### src/rtl/mask_encoder_seq_if.sv
// rtl/mask_encoder_seq_if.sv - bitmask-in / index-out handshake bundle for mask_encoder_seq
interface mask_encoder_seq_if #(
  parameter int N = 4
) ();
  localparam int W = $clog2(N);

  logic [N-1:0] in_vec;
  logic         in_valid;
  logic         in_ready;
  logic [W-1:0] out_idx;
  logic         out_valid;
  logic         out_ready;
  logic         out_last;
  logic         busy;
  logic         err_zero;
  logic         err_multi;

  modport master (
    output in_vec, in_valid, out_ready,
    input  in_ready, out_idx, out_valid, out_last, busy, err_zero, err_multi
  );

  modport slave (
    input  in_vec, in_valid, out_ready,
    output in_ready, out_idx, out_valid, out_last, busy, err_zero, err_multi
  );
endinterface

### src/rtl/mask_encoder_seq.sv
// rtl/mask_encoder_seq.sv - sequential bitmask-to-index encoder, lowest set bit first
// Optional strict one-hot mode (reject multi-hot masks) enabled by defining ENC_ONEHOT_STRICT_EN.
module mask_encoder_seq #(
  parameter int N = 4
) (
  input  logic              clk,
  input  logic              rst_n,
  mask_encoder_seq_if.slave bus
);
  localparam int W = $clog2(N);

  localparam logic [0:0] S_IDLE = 1'b0;
  localparam logic [0:0] S_EMIT = 1'b1;

  logic [0:0]   state_q, state_d;
  logic [N-1:0] pend_q, pend_d, pend_nxt;
  logic [W-1:0] idx_q, idx_d;
  logic         valid_q, valid_d;
  logic         last_q, last_d;
  logic         in_ready_q, in_ready_d;
  logic         busy_q, busy_d;
  logic         err_zero_q, err_zero_d;
  logic         err_multi_q, err_multi_d;

  function automatic logic [W-1:0] lowest(input logic [N-1:0] v);
    logic [W-1:0] r;
    r = '0;
    for (int i = N - 1; i >= 0; i--) begin
      if (v[i]) r = W'(i);
    end
    return r;
  endfunction

  function automatic logic is_single(input logic [N-1:0] v);
    return (v != '0) && ((v & (v - N'(1))) == '0);
  endfunction

  always_comb begin
    state_d     = state_q;
    pend_d      = pend_q;
    idx_d       = idx_q;
    valid_d     = valid_q;
    last_d      = last_q;
    in_ready_d  = in_ready_q;
    busy_d      = busy_q;
    err_zero_d  = 1'b0;
    err_multi_d = 1'b0;
    pend_nxt    = pend_q & ~(N'(1) << idx_q);

    case (state_q)
      S_IDLE: begin
        in_ready_d = 1'b1;
        busy_d     = 1'b0;
        valid_d    = 1'b0;
        last_d     = 1'b0;
        if (bus.in_valid && in_ready_q) begin
          if (bus.in_vec == '0) begin
            err_zero_d = 1'b1;
`ifdef ENC_ONEHOT_STRICT_EN
          end else if (!is_single(bus.in_vec)) begin
            err_multi_d = 1'b1;
`endif
          end else begin
            pend_d     = bus.in_vec;
            state_d    = S_EMIT;
            idx_d      = lowest(bus.in_vec);
            last_d     = is_single(bus.in_vec);
            valid_d    = 1'b1;
            in_ready_d = 1'b0;
            busy_d     = 1'b1;
          end
        end
      end
      default: begin
        // Pending bits are retired only on a completed output handshake.
        if (valid_q && bus.out_ready) begin
          pend_d = pend_nxt;
          if (last_q) begin
            state_d    = S_IDLE;
            valid_d    = 1'b0;
            last_d     = 1'b0;
            busy_d     = 1'b0;
            in_ready_d = 1'b1;
          end else begin
            idx_d  = lowest(pend_nxt);
            last_d = is_single(pend_nxt);
          end
        end
      end
    endcase
  end

  always_ff @(posedge clk) begin
    if (!rst_n) begin
      state_q     <= S_IDLE;
      pend_q      <= '0;
      idx_q       <= '0;
      valid_q     <= 1'b0;
      last_q      <= 1'b0;
      in_ready_q  <= 1'b0;
      busy_q      <= 1'b0;
      err_zero_q  <= 1'b0;
      err_multi_q <= 1'b0;
    end else begin
      state_q     <= state_d;
      pend_q      <= pend_d;
      idx_q       <= idx_d;
      valid_q     <= valid_d;
      last_q      <= last_d;
      in_ready_q  <= in_ready_d;
      busy_q      <= busy_d;
      err_zero_q  <= err_zero_d;
      err_multi_q <= err_multi_d;
    end
  end

  assign bus.in_ready  = in_ready_q;
  assign bus.out_idx   = idx_q;
  assign bus.out_valid = valid_q;
  assign bus.out_last  = last_q;
  assign bus.busy      = busy_q;
  assign bus.err_zero  = err_zero_q;
  assign bus.err_multi = err_multi_q;
endmodule

### src/flat_wrapper.sv
// flat-port wrapper written by rule: the top's interface ports become plain ports
module mask_encoder_seq_flat 
#(
  parameter int N = 4
)
  (clk, rst_n, bus_in_vec, bus_in_valid, bus_out_ready, bus_in_ready, bus_out_idx, bus_out_valid, bus_out_last, bus_busy, bus_err_zero, bus_err_multi);
  mask_encoder_seq_if #(.N(N)) bus_i ();
  input  logic clk;
  input  logic rst_n;
  input wire logic [$bits(bus_i.in_vec)-1:0] bus_in_vec;
  input wire logic [$bits(bus_i.in_valid)-1:0] bus_in_valid;
  input wire logic [$bits(bus_i.out_ready)-1:0] bus_out_ready;
  output wire logic [$bits(bus_i.in_ready)-1:0] bus_in_ready;
  output wire logic [$bits(bus_i.out_idx)-1:0] bus_out_idx;
  output wire logic [$bits(bus_i.out_valid)-1:0] bus_out_valid;
  output wire logic [$bits(bus_i.out_last)-1:0] bus_out_last;
  output wire logic [$bits(bus_i.busy)-1:0] bus_busy;
  output wire logic [$bits(bus_i.err_zero)-1:0] bus_err_zero;
  output wire logic [$bits(bus_i.err_multi)-1:0] bus_err_multi;
  assign bus_i.in_vec = bus_in_vec;
  assign bus_i.in_valid = bus_in_valid;
  assign bus_i.out_ready = bus_out_ready;
  assign bus_in_ready = bus_i.in_ready;
  assign bus_out_idx = bus_i.out_idx;
  assign bus_out_valid = bus_i.out_valid;
  assign bus_out_last = bus_i.out_last;
  assign bus_busy = bus_i.busy;
  assign bus_err_zero = bus_i.err_zero;
  assign bus_err_multi = bus_i.err_multi;
  mask_encoder_seq #(.N(N)) u_core (.clk(clk), .rst_n(rst_n), .bus(bus_i));
endmodule
### config.mk
export PLATFORM = sky130hd
export DESIGN_NAME = mask_encoder_seq_flat
export DESIGN_NICKNAME = d
export VERILOG_FILES = /design/src/rtl/mask_encoder_seq_if.sv /design/src/rtl/mask_encoder_seq.sv /design/src/flat_wrapper.sv
export SDC_FILE = /design/constraint.sdc
export NUM_CORES = 1
export LEC_CHECK = 0
export BUFFER_PORTS_ARGS = -buffer_cell sky130_fd_sc_hd__buf_2
export CAP_MARGIN = 15
export CORE_MARGIN = 5
export CORE_UTILIZATION = 55
export DETAILED_ROUTE_END_ITERATION = 8
export GPL_TIMING_DRIVEN = 0
export PLACE_DENSITY = 0.91
export SYNTH_ARGS = -nofsm -noshare
export SYNTH_HDL_FRONTEND = slang
export SYNTH_SLANG_ARGS = --single-unit
### constraint.sdc
create_clock -name clk -period 2.4 [get_ports clk]
set_clock_uncertainty 0.15 [all_clocks]
set_input_delay 0.48 -clock clk [delete_from_list [all_inputs] [get_ports clk]]
set_output_delay 0.48 -clock clk [all_outputs]
set_load 0.01 [all_outputs]
==> metrics <==
outcome complete, no violations; worst reg2reg startpoint u_core.bus.out_idx[1]$_SDFFE_PN0P_; highest clock rate 0.606 GHz; total number of H-tree levels 1; post-CTS sizing 0; Slew Viols, Final 0; maximum cell stage delay along the critical path 0.47 ns; largest vdd supply drop 0.000392 V; vias in the first global route 663; Critical path origin u_core.bus.busy$_SDFFE_PN0P_; number of cell instances on the worst register-to-register path 5; drt first-iter violations 26; # nets final 119; remaining antenna violation count after routing 0; fraction of layout instances using a drive strength above 1 0.245; wire length reported by the detailed router 1710 um; type of element launching the critical path flip-flop; WP data arrival 1.02 ns; Clock Latency Late Sink 0.29 ns; antenna violations before repair 0; critical path class flip-flop to output port; die area 0.00216 mm2; number of nets produced by synthesis 100; Synth Instances 92; Hold Violations, Final 0; area delta synth->final 15.9%; worst reg-to-reg setup slack 0.83 ns; wire length of the first global-routing pass 2830 um; max-cap check violation count 0; width of the chip 46.5 um; Avg Vias per Cell 5.99; remaining global-route overflow 0; post-route core utilization 0.661; count of cells along the worst hold path 2; Netlist cell types 39; power per unit of standard cell area 527 mW/mm2; required time worst endpoint 1.77 ns; CTS tree built; post-synthesis cell area 733 um2; CTS Buf Count 3; #FFs+latches synth 11; Final setup violation count 0; FF-to-FF End u_core.bus.out_idx[0]$_SDFFE_PN0P_; # IOs 16; CTS max path bufs 2; diode insertion count for antenna repair 0; maximum fanout count along the critical path 7; Num Clock Sinks 11; DRC viols 0; share of synthesized registers carrying an async set or reset 0; count of buffers from port buffering 14; number of setup buffers added after CTS 0; wire per inst 13.7 um; clock transition at the registers of the reported paths 0.08 ns; root cell of the clock tree sky130_fd_sc_hd__clkbuf_4; share of synthesized area occupied by flip-flops and latches 0.300; RSZ-0062 raised after global routing false; count of flip-flops with a built-in enable after synthesis 0; total iterations of the first detailed-routing run 4; die height 46.5 um; time the final worst path needs with I/O delays and setup 1.65 ns; Mapped Avg Cell Area 7.97 um2; hold crit path type primary input to flip-flop; Core Box Area 0.00128 mm2; Crit. End Element output port; launch point of the worst hold path rst_n; count of yosys warnings during synthesis 0; global-route usage over all layers 0.187; final clock period utilization by the worst path 0.688; Critical-path top delay cell sky130_fd_sc_hd__dfxtp_1; Initial Util 0.571; ordered cell list for the critical path buf_4, buf_2; via count 749; hold path endpoint u_core.bus.out_idx[0]$_SDFFE_PN0P_; hold buffer count at CTS 0; gp weighted congestion 0.818; largest net degree at the start of global routing 11; num rows 13; Post-DP HPWL 1250 um; standby leakage power 0.000345 uW; predominant post-synthesis flop cell sky130_fd_sc_hd__dfxtp_1; final setup TNS 0 ns; tightest hold margin 0.317 ns
worst max path at each step:
stage	endpoint	slack, ns	depth (start not counted)
floorplan	u_core.pend_q[0]$_SDFFE_PN0P_	0.73	4
global placement	u_core.pend_q[1]$_SDFFE_PN0P_	0.51	5
detailed placement	u_core.pend_q[1]$_SDFFE_PN0P_	0.49	5
CTS	bus_out_valid	0.75	2
global route	bus_out_valid	0.67	2
finish	bus_out_valid	0.75	2
power breakdown:
group / total, uW / internal (uW) / switching (uW)
combinational: 107 / 47.8 / 59.4
clock: 134 / 62.0 / 72.4
sequential: 206 / 194 / 12.7
total: 448 / 303 / 145
state kept, by name (all words and copies together) (netlist names):
register and cells:
u_core.state_q 1, u_core.bus.err_zero 1, u_core.bus.in_ready 1, u_core.pend_q 4, u_core.bus.busy 1, u_core.bus.out_idx 2
u_core.bus.out_last 1
metal layers:
metal	GRT usage	part of all wire
met3	0.0586	0.065
met4	0.114	0.022
met5	0	0
met2	0.286	0.47
met1	0.226	0.44
area by class of cell:
cell class              instances  area (um2)
multi-input cells              70         454
fillers                       113         435
flip-flops and latches         11         220
repair buffers                 14        70.1
plain buffers                   7        43.8
clock buffers                   3        22.5
well taps                      15        18.8
inverters                       4        15.0
clock inverters                 1        5.00
cell usage after synthesis (all sizes together) (3+ instances only):
cell,count,share of area
nand2b,3,0.026
inv,3,0.015
nor2,7,0.036
buf,5,0.049
a21oi,8,0.055
nand3,3,0.020
o21ai,8,0.055
dfxtp,11,0.30
nand2,9,0.046
layout by cell type (no fill, tap or decap), types with 2 or more instances in the layout:
cell type                  synthesis  routed
sky130_fd_sc_hd__buf_2             2      16
sky130_fd_sc_hd__dfxtp_1          11      11
sky130_fd_sc_hd__nand2_1           9       9
sky130_fd_sc_hd__a21oi_1           8       8
sky130_fd_sc_hd__nor2_1            7       7
sky130_fd_sc_hd__o21ai_0           5       5
sky130_fd_sc_hd__nand2b_1          3       3
sky130_fd_sc_hd__inv_1             3       3
sky130_fd_sc_hd__o21ai_1           3       3
sky130_fd_sc_hd__nand3_1           3       3
sky130_fd_sc_hd__clkbuf_4          0       3
sky130_fd_sc_hd__clkbuf_1          2       2
sky130_fd_sc_hd__a211o_1           2       2
sky130_fd_sc_hd__a31oi_1           2       2
sky130_fd_sc_hd__o221a_2           2       2
sky130_fd_sc_hd__a21boi_0          2       2
sky130_fd_sc_hd__nor4b_1           2       2
sky130_fd_sc_hd__mux2i_1           2       2
sky130_fd_sc_hd__a21o_1            2       2
sky130_fd_sc_hd__buf_4             2       2
critical path: cells and delay by family, from the launching register on:
family	cells	cell delay, ns
buffers and inverters	2	0.27
DFF	1	0.47
stage by stage:
stage / cells / total power (uW) / worst slack (ns) / area, um2
after CTS: 125 / 448 / 0.749 / 850
after global placement: 121 / 312 / 0.510 / 822
after floorplan: 92 / 282 / 0.729 / 733
final: 125 / 448 / 0.749 / 850
after global routing: 125 / 473 / 0.672 / 850
after detailed placement: 121 / 316 / 0.489 / 822
cells by family after synthesis:
group / synth area share
compound gates: 0.328
xor+xnor: 0.0119
buf+inv: 0.0802
simple gates: 0.247
mux: 0.0273
flops: 0.300
other cells: 0.00511
Power figures use the tool's default switching activity.
